==> config.mk <==
export PLATFORM = sky130hd
export DESIGN_NAME = cbs_credit_gate
export DESIGN_NICKNAME = d
export VERILOG_FILES = /design/src/rtl/cbs_pkg.sv /design/src/rtl/cbs_credit_counter.sv /design/src/rtl/cbs_credit_gate.sv
export SDC_FILE = /design/constraint.sdc
export NUM_CORES = 1
export LEC_CHECK = 0
export ABC_AREA = 1
export BUFFER_PORTS_ARGS = -buffer_cell sky130_fd_sc_hd__buf_2
export CORE_AREA = 2 2 131 133
export DETAILED_ROUTE_END_ITERATION = 10
export DIE_AREA = 0 0 133 135
export GPL_ROUTABILITY_DRIVEN = 0
export PLACE_DENSITY = 0.92
export SYNTH_ARGS = -nofsm -noshare
export SYNTH_HDL_FRONTEND = slang
export SYNTH_SLANG_ARGS = --single-unit
export TNS_END_PERCENT = 10
==> constraint.sdc <==
create_clock -name clk -period 3.9 [get_ports clk]
set_input_delay 1.17 -clock clk [delete_from_list [all_inputs] [get_ports clk]]
set_output_delay 1.17 -clock clk [all_outputs]
set_load 0.02 [all_outputs]
==> src/rtl/cbs_pkg.sv <==
// cbs_pkg: shared state encoding, credit width default and saturating clamp for CBS shapers
package cbs_pkg;

    typedef enum logic {IDLE, SEND} state_t;

    localparam int CBS_CREDIT_WIDTH = 32;

    // Widest credit the clamp helper supports; callers sign-extend into it.
    localparam int CBS_SAT_WIDTH = 64;

    function automatic logic signed [CBS_SAT_WIDTH-1:0] sat_clamp(
        input logic signed [CBS_SAT_WIDTH-1:0] val,
        input logic signed [CBS_SAT_WIDTH-1:0] lo,
        input logic signed [CBS_SAT_WIDTH-1:0] hi
    );
        return (val > hi) ? hi : (val < lo) ? lo : val;
    endfunction

endpackage

==> src/rtl/cbs_credit_counter.sv <==
// cbs_credit_counter: signed credit register with prioritised update and saturation
module cbs_credit_counter
    import cbs_pkg::*;
#(
    parameter int CREDIT_WIDTH = CBS_CREDIT_WIDTH
) (
    input  logic                           clk,
    input  logic                           rst,
    input  logic                           output_side_ready,
    input  logic                           beat,
    input  logic                           pending,
    input  logic        [CREDIT_WIDTH-2:0] idle_slope,
    input  logic        [CREDIT_WIDTH-2:0] send_slope,
    input  logic signed [CREDIT_WIDTH-1:0] hi_credit,
    input  logic signed [CREDIT_WIDTH-1:0] lo_credit,
    output logic signed [CREDIT_WIDTH-1:0] credit
);

    localparam int XW = CREDIT_WIDTH + 1;

    logic signed [XW-1:0]           cur;
    logic signed [XW-1:0]           raw;
    logic signed [CREDIT_WIDTH-1:0] next_credit;

    // One extra bit of headroom so credit +/- slope can never wrap before clamping
    always_comb begin
        cur         = XW'(credit);
        raw         = beat ? cur - $signed({2'b00, send_slope})
                    : (pending || credit < 0) ? cur + $signed({2'b00, idle_slope})
                    : '0;
        next_credit = CREDIT_WIDTH'(sat_clamp(CBS_SAT_WIDTH'(raw),
                                              CBS_SAT_WIDTH'(lo_credit),
                                              CBS_SAT_WIDTH'(hi_credit)));
    end

    // Credit is frozen while the port itself is stalled
    always_ff @(posedge clk or posedge rst) begin
        if (rst)
            credit <= '0;
        else if (output_side_ready)
            credit <= next_credit;
    end

endmodule

==> src/rtl/cbs_credit_gate.sv <==
// cbs_credit_gate: admits whole AXI4-Stream frames only when the class credit is non-negative
module cbs_credit_gate
    import cbs_pkg::*;
#(
    parameter int C_AXIS_TDATA_WIDTH = 8,
    parameter int C_AXIS_TKEEP_WIDTH = C_AXIS_TDATA_WIDTH / 8,
    parameter int CREDIT_WIDTH       = CBS_CREDIT_WIDTH
) (
    input  logic                           clk,
    input  logic                           rst,
    input  logic [C_AXIS_TDATA_WIDTH-1:0]  s_axis_tdata,
    input  logic [C_AXIS_TKEEP_WIDTH-1:0]  s_axis_tkeep,
    input  logic                           s_axis_tvalid,
    output logic                           s_axis_tready,
    input  logic                           s_axis_tlast,
    output logic [C_AXIS_TDATA_WIDTH-1:0]  m_axis_tdata,
    output logic [C_AXIS_TKEEP_WIDTH-1:0]  m_axis_tkeep,
    output logic                           m_axis_tvalid,
    input  logic                           m_axis_tready,
    output logic                           m_axis_tlast,
    input  logic                           output_side_ready,
    input  logic        [CREDIT_WIDTH-2:0] idle_slope,
    input  logic        [CREDIT_WIDTH-2:0] send_slope,
    input  logic signed [CREDIT_WIDTH-1:0] hi_credit,
    input  logic signed [CREDIT_WIDTH-1:0] lo_credit,
    output logic signed [CREDIT_WIDTH-1:0] credit,
    output logic                           gate_open
);

    state_t state;
    logic   beat;

    assign m_axis_tdata  = s_axis_tdata;
    assign m_axis_tkeep  = s_axis_tkeep;
    assign m_axis_tlast  = s_axis_tlast;
    assign m_axis_tvalid = s_axis_tvalid & gate_open;
    assign s_axis_tready = m_axis_tready & gate_open;
    assign beat          = s_axis_tvalid & s_axis_tready;

    // Open on a waiting frame with non-negative credit, close only after the last beat
    always_ff @(posedge clk or posedge rst) begin
        if (rst) begin
            state     <= IDLE;
            gate_open <= 1'b0;
        end else if (state == IDLE && s_axis_tvalid && output_side_ready && credit >= 0) begin
            state     <= SEND;
            gate_open <= 1'b1;
        end else if (state == SEND && beat && s_axis_tlast) begin
            state     <= IDLE;
            gate_open <= 1'b0;
        end
    end

    cbs_credit_counter #(
        .CREDIT_WIDTH(CREDIT_WIDTH)
    ) u_counter (
        .clk              (clk),
        .rst              (rst),
        .output_side_ready(output_side_ready),
        .beat             (beat),
        .pending          (s_axis_tvalid),
        .idle_slope       (idle_slope),
        .send_slope       (send_slope),
        .hi_credit        (hi_credit),
        .lo_credit        (lo_credit),
        .credit           (credit)
    );

endmodule

==> summary.md, run 1 <==
| Metric | Value |
|---|---|
| Post-synth net total | roughly 2100 |
| Buffers on Ports | between 150 and 200 |
| # IOs | between 150 and 200 |
| CTS Hold Buffers Added | 0 |
| Worst EP kind | register data pin |
| Yosys reg bits | 33 |
| Gr usage total | 0.831 |
| Exit stage | 5_1_grt |
| Synth cell types | 37 |
| Synth top area cells | nand2_1, ha_1, inv_1, nand3_1, dfrtp_1 |
| H-tree depth | 2 |
| Clock sink count | 33 |
| Worst Endpoint after GRT Repair | u_counter.credit[28]$_DFFE_PP0P_/D |
| Die X | ~130 um |
| Run Error | [ERROR GRT-0232] Routing congestion too high. Check the congestion heatmap in the GUI. |
| Post-Syn Area | roughly 0.0094 mm2 |
| CTS root buf | clkbuf_16 |
| Placed cell count | 2335 |
| GR Overflow Total | around 110 |
| Largest net degree at the start of global routing | 34 |
| Synth warnings | 0 |
| Top cell type's share of synthesized area | 0.275 |
| Mean Syn Cell Area | around 5.2 um2 |
| Outcome | stopped before the end |
| Post-synth top area cell | nand2_1 |
| Register area share after synthesis | 0.0882 |
| TritonCTS Buffers | 5 |
| DP HPWL | 29.5 mm |
| Post-Synthesis Cells | around 1800 |
| DP Area | about 0.012 mm2 |
| Die height | 135 um |
| Initial Utilization | 0.570 |
| Bufs on Longest Clock Path | 2 |
| Row cnt | 47 |
-- per-layer routing --
layer / GRT usage / GRT overflow
met5: 0.339 / 1
met4: 0.878 / 45
met3: 0.717 / 4
met2: 0.972 / 63
met1: 0.811 / 0
-- logic make-up after synthesis --
kind of cell	synth area share
simple gates	0.491
buf+inv	0.175
fa+ha+maj	0.174
compound gates	0.0698
flops	0.0882
xor+xnor	0.00187
-- cell usage after synthesis (all sizes together) --
| library cell | number |
|---|---|
| dfrtp | 33 |
| o41ai | 1 |
| nor3 | 5 |
| nor2 | 122 |
| ha | 127 |
| clkinv | 1 |
| and2 | 12 |
| o31ai | 4 |
| a21o | 3 |
| inv | 373 |
| nand3 | 228 |
| o21bai | 5 |
| xor2 | 2 |
| fa | 2 |
| a21boi | 2 |
| nor4 | 3 |
| nand4 | 16 |
| clkbuf | 8 |
| or2 | 7 |
| a31o | 1 |
| nand2 | 691 |
| a21oi | 75 |
| nand3b | 10 |
| buf | 33 |
| o21ai | 31 |
-- per-stage QoR --
step	setup WS, ps	utilization	hold WS [ps]	TNS (ps)
after floorplan	-232	-	629	-7080
after CTS	-464	0.773	596	-13570
after detailed placement	-921	0.724	581	-28360
after global placement	-848	0.724	580	-26140
-- what timing repair did --
item	4_1_cts
endpoints found under the setup margin	32
endpoints found under the hold margin	0
resized for setup	94
gates cloned	1
buffers inserted	19
pin swaps	19
==> run 2, diff against run 1 <==
CORE_AREA = 2 2 156 158   (was 2 2 131 133)
DIE_AREA = 0 0 158 160   (was 0 0 133 135)
PLACE_DENSITY = default   (was 0.92)
PLACE_DENSITY_LB_ADDON = 0.15   (was default)
==> run 2 against run 1 <==
  * The flow now finishes, with violations (negative setup slack)
  * Synthesized cell count unchanged
  * Synthesized area unchanged
==> summary.md, run 2 <==
| Metric | Value |
|---|---|
| Mux contribution to synthesized area | 0 |
| Initial antenna violation count | 0 |
| Max Cap Violations | 0 |
| Bufs on Longest Clock Path | 2 |
| Post-synthesis adder-cell area fraction | 0.174 |
| Register area | 826 um2 |
| Hold Crit Class | reg -> reg |
| Vias in the first global route | 12000 |
| 1st-pass router iterations | 6 |
| Die X | between 150 and 200 um |
| Outcome | complete, but fails checks |
| DP Area | ~0.012 mm2 |
| Area Overhead vs Synth | 61.8% |
| Row cnt | 57 |
| FMAX | 231 MHz |
| Fin area | 0.0151 mm2 |
| Top delay family on crit path | simple AND/OR/NAND/NOR gates |
| H-tree depth | 2 |
| Buffers on Ports | 167 |
| Worst reg2reg endpoint | u_counter.credit[29] |
| DR vias | between 10000 and 15000 |
| DR WL/cell | about 16 um |
| Most frequent CP cell | nand2_1 |
| Setup crit end | u_counter.credit[29] |
| Top cell type's share of synthesized area | 0.275 |
| Gr usage total | 0.290 |
| Max-slew headroom | 0.319 |
| Iter 0 DRT Violations | between 1000 and 1500 |
| Final Hold Viols | 0 |
| Final setup violation count | 32 |
| Power Total | between 15 and 20 mW |
| Post-Synthesis Cells | approximately 1800 |
| CP Max Fanout | 5 |
| Number of flip-flops under the largest register name | 32 |
| Post-synth top area cell | nand2_1 |
| Post-Synth XOR/XNOR Area | 0.00187 |
| First-pass GRT wire length | 58.2 mm |
| Worst Setup SP | idle_slope[8] |
| Post-synth EDFFs | 0 |
| Final TNS setup | -12430 ps |
| CP Buf/Inv Count | 7 |
| Via/cell ratio | just over 5 |
| Synth cell count leaders | nand2_1, inv_1, nand3_1, ha_1, nor2_1 |
| Crit path kind | in -> reg |
| Period utilization | 1.11 |
| Top flop regs | u_counter.credit: 32 flops, state: 1 flops |
| Top reg by flops | u_counter.credit |
| Yosys reg bits | 33 |
| Post-synth net total | a little over 2000 |
| Post-Syn Area | 0.00936 mm2 |
| Register area share after synthesis | 0.0882 |
| DP HPWL | just over 30 mm |
| Clock latency on the worst-skew pair | ~290 ps |
| Die height | roughly 160 um |
| CP Capture Type | register |
| Async S/R FF share, synth | 1.00 |
| Synth Area in Simple Gates | 0.491 |
| RSZ-0062 raised after global routing | true |
| CP Data Required Time | 4070 ps |
| Final setup skew | between 3 and 4 ps |
| Fillers | 2229 |
| Slowest library cell on the worst path | ha_4 |
| Synth warnings | 0 |
| CTS root buf | clkbuf_16 |
| CP max stage delay | around 280 ps |
| Area occupied by multi-input gates | about 0.0092 mm2 |
| Core Area | 0.0238 mm2 |
| GR Overflow Total | 0 |
| Die area | 0.0253 mm2 |
| Final ANT Viol Nets | 0 |
| Fin. max-slew vios | 0 |
| Crit path depth | 31 |
| Critical Path Source Type | primary input |
| Final worst slack | -428 ps |
| Largest net degree at the start of global routing | 34 |
| Commonest cells after routing, fill and taps aside | nand2_1, inv_1, buf_4, buf_2, nand3_1 |
| Worst Tran Pin Value | 1020 ps |
| # diodes | 0 |
| Worst EP arrival | ~4500 ps |
| Clock sink count | 33 |
| Failing checks | negative setup slack |
| Placed cell count | between 2000 and 2500 |
| Peak supply drop | around 0.56 mV |
| Ys flop type | dfrtp_1 |
| CTS tree | done |
| Share of cells above drive strength 1 | 0.408 |
| Reg2Reg Setup Slack | -20 ps |
| WHS | roughly 600 ps |
| Post-Route WL | slightly below 40 mm |
| Clock slew at reported path FFs | 50 ps |
| Initial Utilization | 0.393 |
| # IOs | 186 |
| Post-Layout Cell Count | ~2500 |
| Mean Syn Cell Area | between 5 and 6 um2 |
| Largest family of logic cells by synthesized area | simple AND/OR/NAND/NOR gates |
| Synth top area cells | nand2_1, ha_1, inv_1, nand3_1, dfrtp_1 |
| Power Dens Cells | ~1000 mW/mm2 |
| CTS Hold Buffers Added | 0 |
| DRC | 0 |
| Reg2reg start | u_counter.credit[8] |
| TritonCTS Buffers | 5 |
| Complex-gate fraction of the synthesized area | 0.0698 |
| R2R cell count | 30 |
| Final Net Count | 2465 |
| Most numerous cell in the Yosys netlist | nand2_1 |
| Commonest non-fill, non-tap cell in the layout | nand2_1 |
| Min Tclk post-route | about 4300 ps |
| Pleak | a little under 9 nW |
| Synth cell types | 37 |
==> run 2: cell counts after synthesis <==
No cell type changed its count.
==> run 2: cell families (layout without fill, tap and decap cells) <==
kind of cell / count (synthesis) / count (layout)
compound gates: 122 / 122
xor+xnor: 2 / 2
fa+ha+maj: 129 / 129
buf+inv: 415 / 816
flops: 33 / 33
simple gates: 1094 / 1094
==> run 2: report_power, final <==
group	internal (mW)	leakage (nW)	switching (mW)
combinational	6.27	8.21	7.47
sequential	0.521	0.398	0.475
clock	0.270	0.0799	0.151
==> run 2: final cells by class <==
| cell class | instances | share of cell area |
|---|---|---|
| Multi-Input combinational cell | 1347 | 0.605 |
| Timing Repair Buffer | 434 | 0.210 |
| Inverter | 374 | 0.0932 |
| Sequential cell | 33 | 0.0545 |
| Tap cell | 324 | 0.0268 |
| Clock buffer | 7 | 0.0101 |
| Clock inverter | 1 | 0.000331 |
==> run 2: per-stage QoR <==
stage                     setup slack, ps   util
final                                -428  0.636
after global routing                 -625  0.636
after CTS                            -344  0.584
after detailed placement             -957  0.510
after global placement               -893  0.510
after floorplan                      -232      -
==> run 2: timing repair <==
| item | in CTS | in global routing |
|---|---|---|
| pin swaps | 84 | 107 |
| setup buffers | 31 | 15 |
| setup endpoints to repair | 32 | 32 |
| gates resized for setup | 266 | 242 |
| cloned | 3 | 6 |
==> run 2: worst min path at each step <==
stage / slack (ps) / cells past startpoint / start / end
after floorplan: 630 / 2 / u_counter.credit[21] / u_counter.credit[21]
after global placement: 590 / 1 / state / state
after detailed placement: 590 / 2 / u_counter.credit[30] / u_counter.credit[30]
after CTS: 600 / 1 / state / state
after global routing: 640 / 1 / state / state
final: 600 / 1 / state / state
==> run 2: metal layers <==
metal,up-vias,part of all wire,track usage
li1,6361,-,-
met1,5866,0.44,0.394
met2,441,0.47,0.486
met3,79,0.059,0.0190
met4,0,0.031,0.0971
met5,-,0,0
Note: power is estimated with default switching activity, not from simulation.
